**config.mk**
```make
export PLATFORM = sky130hd
export DESIGN_NAME = ast_packet_arbiter
export DESIGN_NICKNAME = d
export VERILOG_FILES = /design/src/rtl/ast_packet_arbiter_pkg.sv /design/src/rtl/ast_packet_arbiter_rr_arbiter.sv /design/src/rtl/ast_packet_arbiter.sv
export SDC_FILE = /design/constraint.sdc
export NUM_CORES = 1
export LEC_CHECK = 0
export CORE_AREA = 8 8 153 155
export CTS_BUF_LIST = sky130_fd_sc_hd__clkbuf_4
export CTS_CLUSTER_SIZE = 16
export DETAILED_ROUTE_END_ITERATION = 6
export DIE_AREA = 0 0 161 163
export GPL_TIMING_DRIVEN = 0
export SKIP_CTS_REPAIR_TIMING = 1
export SYNTH_ARGS = -nofsm -noshare
export SYNTH_HDL_FRONTEND = slang
export SYNTH_SLANG_ARGS = --single-unit
```
**constraint.sdc**
```tcl
create_clock -name clk_i -period 2.5 [get_ports clk_i]
set_input_delay 0.75 -clock clk_i [delete_from_list [all_inputs] [get_ports clk_i]]
set_output_delay 0.75 -clock clk_i [all_outputs]
set_load 0.03 [all_outputs]
```
**src/rtl/ast_packet_arbiter_pkg.sv**
```systemverilog
// Shared widths, arbiter sizing and FSM state type for the
// Avalon-ST packet arbiter and the width extender it feeds.
package usr_types_and_params;

    localparam int DATA_IN_W  = 64;
    localparam int EMPTY_IN_W = 3;
    localparam int CHANNEL_W  = 10;

    localparam int SRC_NUM = 4;
    localparam int SRC_W   = $clog2(SRC_NUM);

    typedef enum logic {
        IDLE = 1'b0,
        PKT  = 1'b1
    } arb_state_e;

endpackage

```
**src/rtl/ast_packet_arbiter_rr_arbiter.sv**
```systemverilog
// Combinational round-robin picker: first requester after
// last_i, wrapping at N-1 back to 0.
module rr_arbiter #(
    parameter int N = 4,
    parameter int W = $clog2(N)
) (
    input  logic [N-1:0] req_i,
    input  logic [W-1:0] last_i,
    output logic [W-1:0] grant_o,
    output logic         any_o
);

    int         idx;
    logic [W-1:0] idx_w;

    // Walk from the lowest priority down so the nearest
    // requester after last_i is the final one written.
    always_comb begin
        grant_o = '0;
        any_o   = 1'b0;
        idx     = 0;
        idx_w   = '0;
        for (int k = N; k >= 1; k--) begin
            idx = int'(last_i) + k;
            if (idx >= N) begin
                idx = idx - N;
            end
            idx_w = W'(idx);
            if (req_i[idx_w]) begin
                grant_o = idx_w;
                any_o   = 1'b1;
            end
        end
    end

endmodule

```
**src/rtl/ast_packet_arbiter.sv**
```systemverilog
// Packet-granular round-robin arbiter sharing one registered
// Avalon-ST output among SRC_NUM sources.
module ast_packet_arbiter
    import usr_types_and_params::*;
#(
    parameter int SRC_NUM   = usr_types_and_params::SRC_NUM,
    parameter int DATA_W    = usr_types_and_params::DATA_IN_W,
    parameter int EMPTY_W   = usr_types_and_params::EMPTY_IN_W,
    parameter int CHANNEL_W = usr_types_and_params::CHANNEL_W,
    parameter int SRC_W     = $clog2(SRC_NUM)
) (
    input  logic                              clk_i,
    input  logic                              srst_i,
    input  logic [SRC_NUM-1:0][DATA_W-1:0]    ast_data_i,
    input  logic [SRC_NUM-1:0]                ast_startofpacket_i,
    input  logic [SRC_NUM-1:0]                ast_endofpacket_i,
    input  logic [SRC_NUM-1:0]                ast_valid_i,
    input  logic [SRC_NUM-1:0][EMPTY_W-1:0]   ast_empty_i,
    input  logic [SRC_NUM-1:0][CHANNEL_W-1:0] ast_channel_i,
    output logic [SRC_NUM-1:0]                ast_ready_o,
    output logic [DATA_W-1:0]                 ast_data_o,
    output logic                              ast_startofpacket_o,
    output logic                              ast_endofpacket_o,
    output logic                              ast_valid_o,
    output logic [EMPTY_W-1:0]                ast_empty_o,
    output logic [CHANNEL_W-1:0]              ast_channel_o,
    input  logic                              ast_ready_i,
    output logic [SRC_W-1:0]                  ast_grant_o,
    output logic                              ast_busy_o
);

    arb_state_e state_q, state_d;

    logic [SRC_W-1:0]     grant_q, grant_d;
    logic [SRC_W-1:0]     last_q, last_d;
    logic [DATA_W-1:0]    data_q, data_d;
    logic                 sop_q, sop_d;
    logic                 eop_q, eop_d;
    logic                 valid_q, valid_d;
    logic [EMPTY_W-1:0]   empty_q, empty_d;
    logic [CHANNEL_W-1:0] channel_q, channel_d;

    logic [SRC_W-1:0] pick;
    logic             any_req;
    logic             take;
    logic             acc;

    rr_arbiter #(
        .N (SRC_NUM),
        .W (SRC_W)
    ) u_rr (
        .req_i   (ast_valid_i),
        .last_i  (last_q),
        .grant_o (pick),
        .any_o   (any_req)
    );

    always_comb begin
        take = (state_q == PKT) && (!valid_q || ast_ready_i);
        ast_ready_o = '0;
        ast_ready_o[grant_q] = take;
        acc = take && ast_valid_i[grant_q];

        state_d   = state_q;
        grant_d   = grant_q;
        last_d    = last_q;
        data_d    = data_q;
        sop_d     = sop_q;
        eop_d     = eop_q;
        valid_d   = valid_q;
        empty_d   = empty_q;
        channel_d = channel_q;

        if (acc) begin
            data_d    = ast_data_i[grant_q];
            sop_d     = ast_startofpacket_i[grant_q];
            eop_d     = ast_endofpacket_i[grant_q];
            empty_d   = ast_empty_i[grant_q];
            channel_d = ast_channel_i[grant_q];
            valid_d   = 1'b1;
        end else if (ast_ready_i) begin
            valid_d = 1'b0;
        end

        unique case (state_q)
            IDLE: begin
                if (any_req) begin
                    state_d = PKT;
                    grant_d = pick;
                    last_d  = pick;
                end
            end
            PKT: begin
                if (acc && ast_endofpacket_i[grant_q]) begin
                    state_d = IDLE;
                end
            end
            default: state_d = IDLE;
        endcase
    end

    always_ff @(posedge clk_i) begin
        if (srst_i) begin
            state_q   <= IDLE;
            grant_q   <= '0;
            last_q    <= SRC_W'(SRC_NUM - 1);
            data_q    <= '0;
            sop_q     <= 1'b0;
            eop_q     <= 1'b0;
            valid_q   <= 1'b0;
            empty_q   <= '0;
            channel_q <= '0;
        end else begin
            state_q   <= state_d;
            grant_q   <= grant_d;
            last_q    <= last_d;
            data_q    <= data_d;
            sop_q     <= sop_d;
            eop_q     <= eop_d;
            valid_q   <= valid_d;
            empty_q   <= empty_d;
            channel_q <= channel_d;
        end
    end

    assign ast_data_o          = data_q;
    assign ast_startofpacket_o = sop_q;
    assign ast_endofpacket_o   = eop_q;
    assign ast_valid_o         = valid_q;
    assign ast_empty_o         = empty_q;
    assign ast_channel_o       = channel_q;
    assign ast_grant_o         = grant_q;
    assign ast_busy_o          = (state_q == PKT);

endmodule

```
==> impl_metrics.env <==
export IMPL_status="completed"
export IMPL_end_kind="primary output"
export IMPL_drive_above_1_share=0.141
export IMPL_crit_arrival_ns=1.64
export IMPL_root_buffer="clkbuf_4"
export IMPL_crit_chain="clkdlybuf4s50_1"
export IMPL_worstHoldPathType="reg -> reg"
export IMPL_syn_cell_area_um2=4900
export IMPL_clock_latency_ns=0.45
export IMPL_drt_iter0_markers=225
export IMPL_drt_total_wl_um=24000
export IMPL_utilization=0.458
export IMPL_gp_congestion=0.799
export IMPL_initial_core_util=0.235
export IMPL_ant_nets=0
export IMPL_die_area_um2=26200
export IMPL_syn_to_final_growth_pct=94.7
export IMPL_path_buf_inv=1
export IMPL_timing_hold_ws_ns=0.461
export IMPL_nNetsFinal=1226
export IMPL_min_period_over_period=0.956
export IMPL_finalHoldViolCount=0
export IMPL_start_kind="register"
export IMPL_cp_data_required_time_ns=1.75
export IMPL_criticalPathCategory="reg -> out"
export IMPL_fp_row_count=53
export IMPL_detailed_place_hpwl_um=20500
export IMPL_slew_headroom=0.561
export IMPL_ys_ff_latch=85
export IMPL_drv_cap=0
export IMPL_vias=5407
export IMPL_io_pins=410
export IMPL_tightest_slew_ns=0.643
export IMPL_cts_buffers=9
export IMPL_h_tree_depth=3
export IMPL_die_w_um=161
export IMPL_synthDistinctLibCells=25
export IMPL_p_leak_nw=3.26
export IMPL_clock_skew_ns=0.0139
export IMPL_viasPerCell=4.57
export IMPL_critPathSlowestCell="clkdlybuf4s50_1"
export IMPL_grt_pass1_vias=5791
export IMPL_dr_pass1_iters=4
export IMPL_multiInputGateArea_um2=3010
export IMPL_yosysWarnings=0
export IMPL_syn_area_per_cell_um2=10.1
export IMPL_yosysSeqAreaShare=0.347
export IMPL_grt_total_usage=0.175
export IMPL_grt_max_degree=14
export IMPL_final_common_cell="clkdlybuf4s50_1"
export IMPL_wl_per_cell_um=20.3
export IMPL_path_max_fanout=4
export IMPL_fin_crit_ns=2.39
export IMPL_core_um2=20800
export IMPL_syn_inst=483
export IMPL_antenna_found_initial=1
export IMPL_ir_worst_vdd_uv=257
export IMPL_die_y_um=163
export IMPL_critPathTopFamily="buffers and inverters"
export IMPL_clock_sink_count=85
export IMPL_setup_viol=0
export IMPL_cts_max_path_buffers=2
export IMPL_powerDensity_nw_per_um2=525
export IMPL_num_fill_cells=2049
export IMPL_drc_errors=0
export IMPL_max_stage_delay_ns=0.75
export IMPL_port_buffers=409
export IMPL_fmax_ghz=0.418
export IMPL_grt_overflow_total=0
export IMPL_path_clk_slew_ns=0.12
export IMPL_cts_tree="built"
export IMPL_rsz0062_at_grt="false"
export IMPL_grt_pass1_wl_um=35000
export IMPL_syn_num_nets=806
export IMPL_layout_common_cells="404 x clkdlybuf4s50_1, 158 x nand2_1, 85 x dfxtp_1, 83 x a21oi_1, 80 x mux4_2"
export IMPL_drv_slew=0
export IMPL_register_area_um2=1700
final timing paths:
path | start | end | slack [ns] | depth (start not counted)
worst min register to register | ast_data_o[7] | ast_data_o[7] | 0.46 | 2
worst max-delay path | ast_grant_o[1] | ast_grant_o[1] | 0.11 | 1
worst min-delay path | ast_data_o[7] | ast_data_o[7] | 0.46 | 2
worst max register to register | ast_grant_o[1] | ast_startofpacket_o | 0.55 | 5
metrics by stage:
step	setup TNS [ns]	cells	total power, mW	area [um^2]	setup slack (ns)
CTS	-4.43	1183	5.09	9470	-1.32
floorplan	0	483	3.06	4900	0.0929
global placement	-17.86	1167	4.25	9340	-0.734
finish	0	1184	5.01	9530	0.109
detailed placement	-19.15	1167	4.26	9340	-0.766
global route	0	1184	5.33	9530	0.0152
sequential cells by signal, indices dropped and copies added (netlist names):
| register | cells |
|---|---|
| last_q | 2 |
| ast_valid_o | 1 |
| ast_endofpacket_o | 1 |
| ast_channel_o | 10 |
| ast_data_o | 64 |
| ast_empty_o | 3 |
| ast_busy_o | 1 |
| ast_startofpacket_o | 1 |
| ast_grant_o | 2 |
cell usage after synthesis (all sizes together):
cell type  number  area, um^2
nor3            3        15.0
nor2            7        26.3
nand2         159         597
a22o            1        8.76
o22ai           1        6.26
buf            20         116
and3b           1        8.76
a211oi          1        7.51
dfxtp          85        1700
mux4           80        1800
or3             1        6.26
and3            1        6.26
o21ai           1        5.00
nand3           2        15.0
a2111oi         1        8.76
o211ai          1        7.51
inv             5        18.8
nor2b           1        6.26
nand2b          4        25.0
clkbuf         25        93.8
a21oi          83         415
final cells by class:
| cell class | instances | share of cell area |
|---|---|---|
| diodes | 1 | 0.000263 |
| plain buffers | 44 | 0.0227 |
| clock buffers | 11 | 0.00866 |
| clock inverters | 5 | 0.00538 |
| inverters | 5 | 0.00197 |
| multi-input cells | 348 | 0.316 |
| flip-flops and latches | 85 | 0.179 |
| well taps | 275 | 0.0361 |
| repair buffers | 410 | 0.430 |
where the power goes:
group / total [mW] / internal (mW) / switching, mW
Clock: 0.798 / 0.321 / 0.476
Sequential: 1.63 / 1.53 / 0.0948
Combinational: 2.58 / 1.35 / 1.23
logic make-up after synthesis:
| group | after synthesis | synth area share |
|---|---|---|
| buffers and inverters | 50 | 0.0468 |
| muxes | 80 | 0.368 |
| DFF | 85 | 0.347 |
| and+or+nand+nor | 179 | 0.144 |
| AOI/OAI and AO/OA | 89 | 0.0938 |
routing by layer:
layer  track usage  vias up  wire [um]
met5             0        -          0
met3        0.0584       14       1970
met4        0.0375        0        223
li1              -     2593          -
met1         0.194     2563       9060
met2         0.320      237      12700
Power figures use the tool's default switching activity.
